<file path="src/rtl/cpu_core.sv">
// Multi-cycle accumulator CPU: 8-bit instruction fetch, MOV/LDI/ALU/control execute,
// with a three-step ALU path (load RA, compute RC + flags, write back R0).
module cpu_core #(
  parameter int DATA_W = 8,
  parameter int PC_W   = 8
) (
  input  logic              clk,
  input  logic              rst,
  output logic              inst_req,
  output logic [PC_W-1:0]   inst_addr,
  input  logic              inst_valid,
  input  logic [7:0]        inst_data,
  output logic              halted,
  output logic              retire,
  output logic [DATA_W-1:0] r0_out,
  output logic              zero_flag,
  output logic              carry_flag
);

  typedef enum logic [2:0] {
    StFetch,
    StExec,
    StLoadA,
    StAlu,
    StWb,
    StHalt
  } state_e;

  state_e state_q, state_d;

  logic [DATA_W-1:0] regs_q [8];
  logic [DATA_W-1:0] ra_q, rc_q;
  logic [PC_W-1:0]   pc_q;
  logic [7:0]        ir_q;
  logic              zf_q, cf_q;

  logic [1:0] op;
  logic [2:0] f1, f2;
  assign op = ir_q[7:6];
  assign f1 = ir_q[5:3];
  assign f2 = ir_q[2:0];

  logic [PC_W-1:0] jmp_tgt;
  if (PC_W <= DATA_W) begin : g_tgt_slice
    assign jmp_tgt = regs_q[f2][PC_W-1:0];
  end else begin : g_tgt_ext
    assign jmp_tgt = {{(PC_W - DATA_W){1'b0}}, regs_q[f2]};
  end

  logic [DATA_W-1:0] alu_b, alu_res;
  logic              alu_carry;

  always_comb begin
    alu_b     = regs_q[f1];
    alu_res   = '0;
    alu_carry = 1'b0;
    case (f2)
      3'b000: {alu_carry, alu_res} = {1'b0, ra_q} + {1'b0, alu_b};
      // Extended subtraction: MSB of the result is the unsigned borrow.
      3'b001: {alu_carry, alu_res} = {1'b0, ra_q} - {1'b0, alu_b};
      3'b010: alu_res = ra_q & alu_b;
      3'b011: alu_res = ra_q | alu_b;
      3'b100: alu_res = ra_q ^ alu_b;
      3'b101: alu_res = ~alu_b;
      3'b110: begin
        alu_res   = {alu_b[DATA_W-2:0], 1'b0};
        alu_carry = alu_b[DATA_W-1];
      end
      default: begin
        alu_res   = {1'b0, alu_b[DATA_W-1:1]};
        alu_carry = alu_b[0];
      end
    endcase
  end

  always_comb begin
    state_d  = state_q;
    inst_req = 1'b0;
    retire   = 1'b0;
    halted   = 1'b0;
    case (state_q)
      StFetch: begin
        inst_req = 1'b1;
        if (inst_valid) state_d = (inst_data[7:6] == 2'b10) ? StLoadA : StExec;
      end
      StExec: begin
        retire  = 1'b1;
        state_d = (op == 2'b11 && f1 == 3'b001) ? StHalt : StFetch;
      end
      StLoadA: state_d = StAlu;
      StAlu:   state_d = StWb;
      StWb: begin
        retire  = 1'b1;
        state_d = StFetch;
      end
      StHalt:  halted = 1'b1;
      default: state_d = StFetch;
    endcase
  end

  always_ff @(posedge clk or posedge rst) begin
    if (rst) state_q <= StFetch;
    else     state_q <= state_d;
  end

  always_ff @(posedge clk or posedge rst) begin
    if (rst) begin
      for (int i = 0; i < 8; i++) regs_q[i] <= '0;
      ra_q <= '0;
      rc_q <= '0;
      pc_q <= '0;
      ir_q <= '0;
      zf_q <= 1'b0;
      cf_q <= 1'b0;
    end else begin
      case (state_q)
        StFetch: begin
          if (inst_valid) begin
            ir_q <= inst_data;
            pc_q <= pc_q + {{(PC_W - 1){1'b0}}, 1'b1};
          end
        end
        StExec: begin
          case (op)
            2'b00: regs_q[f1] <= regs_q[f2];
            2'b01: regs_q[f1] <= {{(DATA_W - 3){1'b0}}, f2};
            2'b11: begin
              if ((f1 == 3'b010 && zf_q) || f1 == 3'b011) pc_q <= jmp_tgt;
            end
            default: ;
          endcase
        end
        StLoadA: ra_q <= regs_q[0];
        StAlu: begin
          rc_q <= alu_res;
          zf_q <= (alu_res == '0);
          cf_q <= alu_carry;
        end
        StWb: regs_q[0] <= rc_q;
        default: ;
      endcase
    end
  end

  assign inst_addr  = pc_q;
  assign r0_out     = regs_q[0];
  assign zero_flag  = zf_q;
  assign carry_flag = cf_q;

endmodule

</file>
<file path="config.mk">
export PLATFORM = sky130hd
export DESIGN_NAME = cpu_core
export DESIGN_NICKNAME = d
export VERILOG_FILES = /design/src/rtl/cpu_core.sv
export SDC_FILE = /design/constraint.sdc
export NUM_CORES = 1
export LEC_CHECK = 0
export ABC_CLOCK_PERIOD_IN_PS = 4100
export CAP_MARGIN = 20
export CELL_PAD_IN_SITES_DETAIL_PLACEMENT = 1
export CELL_PAD_IN_SITES_GLOBAL_PLACEMENT = 1
export CORE_ASPECT_RATIO = 1.2
export CORE_MARGIN = 4
export CORE_UTILIZATION = 45
export DETAILED_ROUTE_END_ITERATION = 8
export PLACE_DENSITY_LB_ADDON = 0.1
export SYNTH_ARGS = -nofsm -noshare
export SYNTH_HDL_FRONTEND = slang
export SYNTH_SLANG_ARGS = --single-unit
</file>
<file path="constraint.sdc">
create_clock -name clk -period 4.1 [get_ports clk]
set_input_delay 0.41 -clock clk [delete_from_list [all_inputs] [get_ports clk]]
set_output_delay 0.41 -clock clk [all_outputs]
set_load 0.03 [all_outputs]
</file>
==> results.md, run 1 <==
* Sw frac at 49.2%
* Status: finished, final reports clean
* Routed wire per std cell at 23.2 µm
* Post-synthesis sequential area ratio at a little under two fifths
* Drt pass-1 iters at 4
* Post-synthesis cell area at 6770 µm²
* Total CTS buffers at 9
* Static leakage power at 3.27 nW
* Largest delay contributor family on the critical path: compound AO/OA/AOI/OAI gates
* MaxCap Viol Count at 0
* DRC at 0
* Minimum clock period at approximately 3.7 ns
* Crit-path max cell delay at 0.47 ns
* Endpoint type of the worst setup path: flop
* Data required time of the critical path at about 4.4 ns
* Gate count after technology mapping at about 670
* HPWL after detailed placement at 15.0 mm
* Slowest CP cell: dfrtp_1
* Syn_area_per_cell at 10.1 µm²
* CTS max path bufs at 2
* Hold Vio Cnt, Final at 0
* Peak Freq at about 0.27 GHz
* Chip height at 142 µm
* Async SR Flop Fraction at 100%
* IO Port Bufs at 31
* Main combinational cell family by area after synthesis: multiplexers
* WL final at about 21 mm
* Critical Path, Cell by Cell: buf_4 > buf_4 > nor2_1 > a221o_1 > a21oi_4 > ha_1 > inv_1 > nor3b_1 > a221oi_1 > mux2i_1 > nand3_1 > o32ai_1 > nand2_1 > o31ai_1
* Worst Tran Pin Value at 1.02 ns
* Compound-Gate Fraction of Synth Area at 18.1%
* Buf/Inv on CP at 3
* Placeable Area at 14600 µm²
* Unrepaired setup endpoints after global routing: no
* DR vias/cell at ~6.1
* Ys flop type: dfrtp_1
* Fin. max-slew vios at 0
* Initial DRC Count at 352
* Share of cells above drive strength 1 at 21.1%
* Syn_nets at 708
* Critical path peak fanout at 17
* Synth Area in Simple Gates at between 10% and 20%
* Post-synth cell types at 74
* Number of global-route vias before repair at 5902
* Die area at ~17000 µm²
* Flops & latches, synth at around 100
* Clk sinks at 101
* Reg clk slew, reported paths at 0.08 ns
* Critical setup path kind: reg -> reg
* Maximum VDD drop at 0.333 mV
* Initial antenna violation count at 0
* Most frequent cells in the layout: dfrtp_1, mux2_2, nor2_1, o21ai_0, nand2_1
* Worst r2r path cells at 14
* Fillers at 1640
* WP depth at 14
* Tcrit/Tclk final at 91.3%
* Net switching power at 3.34 mW
* Largest net degree at the start of global routing at 80
* Critical Path AT at 4.01 ns
* Final setup viols at 0
* Comb power frac at 59.6%
* Power per cell area at 895 nW/µm²
* Post-Place Cells at 870
* Overflow after GRT at 0
* Later-pin clock latency in the skew report at 0.35 ns
* Crit path top cell by count: buf_4
* Most common cell after layout, fill and taps aside: dfrtp_1
* Mux cell area share after synthesis at 20.4%
* Part of the power in registers at 27.8%
* Area delta synth->final at 12.0%
* Synth Area in Adders at about 5.4%
* Layout Cells excl Fill at 887
* # diodes at 0
* Total GRT Usage at 25.3%
* NumNets Final at 721
* TritonCTS clock tree: done
* CTS H-Tree Depth at 3
* Initial cell density of the core at 46.4%
* XOR/XNOR share of the synthesized area at 0.388%
* Setup TNS at 0 ns
* CTS root buffer: clkbuf_16
* Internal power at 3.45 mW
* Relative slew slack at a little under a third
* Final Skew at 0.00692 ns
* Worst hold path type: in -> async
* Yosys warnings at 0
* Via count at 5440
* First-pass GRT wire length at 33.5 mm
* Die W at roughly 120 µm
* DRT antenna net count at 0
* Post-synth EDFFs at 0
* RePlAce Congestion at between 0.8 and 0.9
* Row count at 48
* Post-CTS setup buffer count at 0
* Clk network pwr share at 12.6%
* I/O pin cnt at 32
* Critical path startpoint category: flop
cell type report:
| class | count | area (µm²) | area share, % |
|---|---|---|---|
| sequential | 101 | 2530 | 33.4 |
| clock inverter | 7 | 65.1 | 0.859 |
| tap | 200 | 250 | 3.30 |
| clock buffer | 9 | 225 | 2.97 |
| multi-input combinational | 478 | 3830 | 50.6 |
| timing repair buffer | 58 | 546 | 7.20 |
| inverter | 34 | 130 | 1.72 |
cells by family (layout without fill, tap and decap cells):
| group | Yosys count | count (layout) |
|---|---|---|
| multiplexers | 107 | 107 |
| adder cells (fa/ha/maj) | 28 | 28 |
| XOR/XNOR | 3 | 3 |
| AND/OR/NAND/NOR | 166 | 166 |
| flip-flops | 101 | 101 |
| AO/OA/AOI/OAI | 174 | 174 |
| buffers and inverters | 90 | 108 |
power groups by stage:
stage | Clock [mW] | Sequential, mW | Combinational, mW
finish | 0.853 | 1.89 | 4.04
global route | 0.916 | 1.94 | 4.44
CTS | 0.866 | 1.87 | 4.03
detailed placement | 0 | 1.88 | 3.99
global placement | 0 | 1.85 | 3.87
floorplan | 0 | 1.64 | 3.00
layer usage:
layer,part of all wire [%],vias up,track usage (%)
met5,0,-,0
met4,3.8,0,11.6
met3,2.5,47,2.98
met2,52,102,44.2
met1,42,2814,31.3
li1,-,2477,-
sequential cells by signal (all words and copies together), names as in the netlist:
signal	flops
carry_flag	1
inst_addr	8
ir_q	8
r0_out	8
ra_q	8
rc_q	8
regs_q	56
state_q	3
zero_flag	1
path summary, 6_finish.rpt:
path,startpoint,endpoint,slack [ns]
min,rst,regs_q[46]$_DFFE_PP0P_,0.30
min in group clk,rc_q[3]$_DFFE_PP0P_,rc_q[3]$_DFFE_PP0P_,0.51
max reg2reg,ir_q[3]$_DFFE_PP0P_,zero_flag$_DFFE_PP0P_,0.35
min reg2reg,rc_q[3]$_DFFE_PP0P_,rc_q[3]$_DFFE_PP0P_,0.51
max,ir_q[3]$_DFFE_PP0P_,zero_flag$_DFFE_PP0P_,0.35
max in group asynchronous,rst,inst_addr[2]$_DFFE_PP0P_,2.97
what timing repair did:
action | 4_1_cts | 5_1_grt
hold buffers | 0 | 0
endpoints found under the setup margin | 0 | 5
resized for setup | 0 | 6
cells in the mapped netlist (all sizes together), types with 10 or more instances:
master	instances	share of area, %
nor2b	13	1.2
ha	26	4.8
nand3	15	1.1
inv	33	1.8
o21ai	50	3.8
nand2b	10	0.92
mux2i	20	3.0
nor2	48	2.7
nand2	42	2.3
mux2	70	12
a221oi	11	2.1
buf	35	3.2
clkbuf	21	1.2
nor3	13	0.96
dfrtp	101	37
a21oi	36	2.8
mux4	17	5.7
per-stage QoR:
step | total power [mW] | hold WS [ns] | utilization [%] | cell area (µm²) | setup slack (ns)
2_1_floorplan | 4.65 | 0.450 | - | 6770 | 0.597
3_3_place_gp | 5.72 | 0.475 | 49.6 | 7240 | 0.319
3_5_place_dp | 5.87 | 0.481 | 49.6 | 7240 | 0.0681
4_1_cts | 6.77 | 0.505 | 51.6 | 7530 | 0.0388
5_1_grt | 7.30 | 0.294 | 51.9 | 7580 | 0.0126
6_report | 6.78 | 0.301 | 51.9 | 7580 | 0.355
Power figures use the tool's default switching activity.
==> inputs of run 2 (changes only) <==
--- a/config.mk
+++ b/config.mk
@@ -10,7 +10,7 @@
 export CELL_PAD_IN_SITES_DETAIL_PLACEMENT = 1
 export CELL_PAD_IN_SITES_GLOBAL_PLACEMENT = 1
 export CORE_ASPECT_RATIO = 1.2
-export CORE_MARGIN = 4
+export CORE_MARGIN = 2
 export CORE_UTILIZATION = 45
 export DETAILED_ROUTE_END_ITERATION = 8
 export PLACE_DENSITY_LB_ADDON = 0.1
==> results.md, run 2 (same netlist as run 1, synthesis figures left out) <==
* Status: finished, final reports clean
* Critical path startpoint category: flop
* Die area at 16000 µm² (-6.1%)
* Drt pass-1 iters at 4 (unchanged)
* Final Skew at 0.0125 ns (+0.00559 ns)
* Die W at 116 µm (-3.3%)
* Sw frac at 48.6% (-0.58 points)
* Setup TNS at 0 ns (unchanged)
* Post-CTS setup buffer count at 0 (unchanged)
* GR Layer Usage met1 at 31.6% (+0.23 points)
* Row count at 49 (+2.1%)
* Share of cells above drive strength 1 at 21.9% (+0.75 points)
* Worst Tran Pin Value at 0.976 ns (-0.0442 ns)
* Internal power at 3.50 mW (+1.7%)
* Cell area after layout at 7600 µm² (+0.26%)
* Power per cell area at 897 nW/µm² (+0.28%)
* Setup slack, reg-to-reg at 0.30 ns (-0.05 ns)
* # hold bufs at CTS at 0 (unchanged)
* IO Port Bufs at 31 (unchanged)
* Initial DRC Count at 312 (-11%)
* Most frequent cells in the layout: dfrtp_1, mux2_2, nor2_1, o21ai_0, nand2_1
* Largest net degree at the start of global routing at 39 (-51%)
* Critical setup path kind: reg -> reg
* Total CTS buffers at 9 (unchanged)
* Critical R2R Capture: zero_flag$_DFFE_PP0P_
* Number of global-route vias before repair at 5988 (+1.5%)
* Comb power frac at 59.9% (+0.3 points)
* Later-pin clock latency in the skew report at 0.36 ns (about the same)
* DRT antenna net count at 0 (unchanged)
* Data required time of the critical path at 4.37 ns (about the same)
* Relative slew slack at 34.5% (+3.0 points)
* WL final at 20.1 mm (-2.4%)
* Initial antenna violation count at 0 (unchanged)
* Via count at 5472 (+0.59%)
* Tcrit/Tclk final at 92.6% (+1.2 points)
* Max reg flops at 56 (unchanged)
* Hold_ws at 0.407 ns (+0.106 ns)
* Worst hold path type: in -> async
* Power, Total at 6.82 mW (+0.55%)
* CTS root buffer: clkbuf_16
* Static leakage power at 3.28 nW (+0.24%)
* Clk sinks at 101 (unchanged)
* Most common cell after layout, fill and taps aside: dfrtp_1
* Part of the power in registers at 28.0% (+0.2 points)
* Minimum clock period at 3.80 ns (+0.0508 ns)
* First-pass GRT wire length at 32.7 mm (-2.3%)
* GR peak layer: met2
* Worst r2r path cells at 14 (unchanged)
* Reg clk slew, reported paths at 0.07 ns (about the same)
* Maximum VDD drop at 0.340 mV (+2.1%)
* RePlAce Congestion at 0.855 (-1.1%)
* Critical Path AT at 4.06 ns (+0.05 ns)
* Most flop-heavy register: regs_q
* Placeable Area at 14800 µm² (+1.7%)
* Final setup viols at 0 (unchanged)
* Layout Utilization at 51.2% (-0.71 points)
* MaxCap Viol Count at 0 (unchanged)
* GRT met3 Usage at 5.26% (+2.3 points)
* Critical path peak fanout at 6 (-11)
* Routed wire per std cell at 22.4 µm (-3.3%)
* Worst r2r src: ir_q[5]$_DFFE_PP0P_
* Endpoint type of the worst setup path: flop
* Hold Vio Cnt, Final at 0 (unchanged)
* Overflow after GRT at 0 (unchanged)
* Clk network pwr share at 12.1% (-0.5 points)
* I/O pin cnt at 32 (unchanged)
* Fin. max-slew vios at 0 (unchanged)
* DP Area at 7300 µm² (+0.76%)
* CTS max path bufs at 2 (unchanged)
* NumNets Final at 725 (+0.55%)
* Area delta synth->final at 12.3%
* # diodes at 0 (unchanged)
* DR vias/cell at 6.11 (-0.31%)
* Met2 Usage GRT at 45.7% (+1.5 points)
* Chip height at 138 µm (-2.8%)
* Peak Freq at 0.263 GHz (-1.3%)
* Total GRT Usage at 26.6% (+1.3 points)
* TritonCTS clock tree: done
* DRC at 0 (unchanged)
* CTS H-Tree Depth at 3 (unchanged)
* CTS resizes at 0 (unchanged)
* Net switching power at 3.31 mW (-0.64%)
* HPWL after detailed placement at 15.0 mm (-0.22%)
* Unrepaired setup endpoints after global routing: no
* Initial cell density of the core at 45.6% (-0.76 points)
-- run 2: power by group through the flow --
stage	clock network (mW)	registers (mW)	logic, mW
after floorplan	0	1.64	3.00
final	0.825	1.91	4.08
after global routing	0.884	1.97	4.47
after detailed placement	0	1.92	4.05
after global placement	0	1.90	3.93
after CTS	0.845	1.91	4.07
-- run 2: worst max-delay path, stage by stage (launching register included) --
cell and delay (ns):
dfrtp_2 0.47, buf_4 0.18, mux2_1 0.31, a221oi_1 0.29
o22ai_1 0.17, inv_1 0.22, ha_1 0.30, a21o_1 0.22
a211o_1 0.33, a2111oi_0 0.47, nor2_1 0.10, nand2_1 0.08
a32oi_1 0.06, a211o_1 0.30, o31ai_1 0.21
-- run 2: layout make-up --
class,instances,area (µm²)
Fill cell,1649,7240
Multi-Input combinational cell,478,3830
Sequential cell,101,2530
Timing Repair Buffer,62,568
Tap cell,204,255
Clock buffer,10,239
Inverter,34,130
Clock inverter,6,46.3
-- run 2: worst max path at each step --
stage | end | slack (ns) | startpoint | cells after the start
6_report | zero_flag$_DFFE_PP0P_ | 0.30 | ir_q[5]$_DFFE_PP0P_ | 14
5_1_grt | zero_flag$_DFFE_PP0P_ | 0.008 | ir_q[5]$_DFFE_PP0P_ | 15
4_1_cts | zero_flag$_DFFE_PP0P_ | 0.19 | ir_q[5]$_DFFE_PP0P_ | 14
3_5_place_dp | zero_flag$_DFFE_PP0P_ | 0.22 | ir_q[5]$_DFFE_PP0P_ | 14
3_3_place_gp | zero_flag$_DFFE_PP0P_ | 0.34 | ir_q[5]$_DFFE_PP0P_ | 15
2_1_floorplan | zero_flag$_DFFE_PP0P_ | 0.60 | ir_q[5]$_DFFE_PP0P_ | 20
-- run 2: through the flow --
step | instances | worst slack [ns]
global placement | 879 | 0.339
global route | 895 | 0.00804
floorplan | 669 | 0.597
CTS | 895 | 0.191
detailed placement | 879 | 0.222
finish | 895 | 0.304
-- run 2: metal layers --
metal,routed length [µm],part of all wire (%),up-vias
met3,833,4.2,60
li1,-,-,2488
met2,10300,52,126
met5,0,0,-
met4,858,4.3,0
met1,8020,40,2798
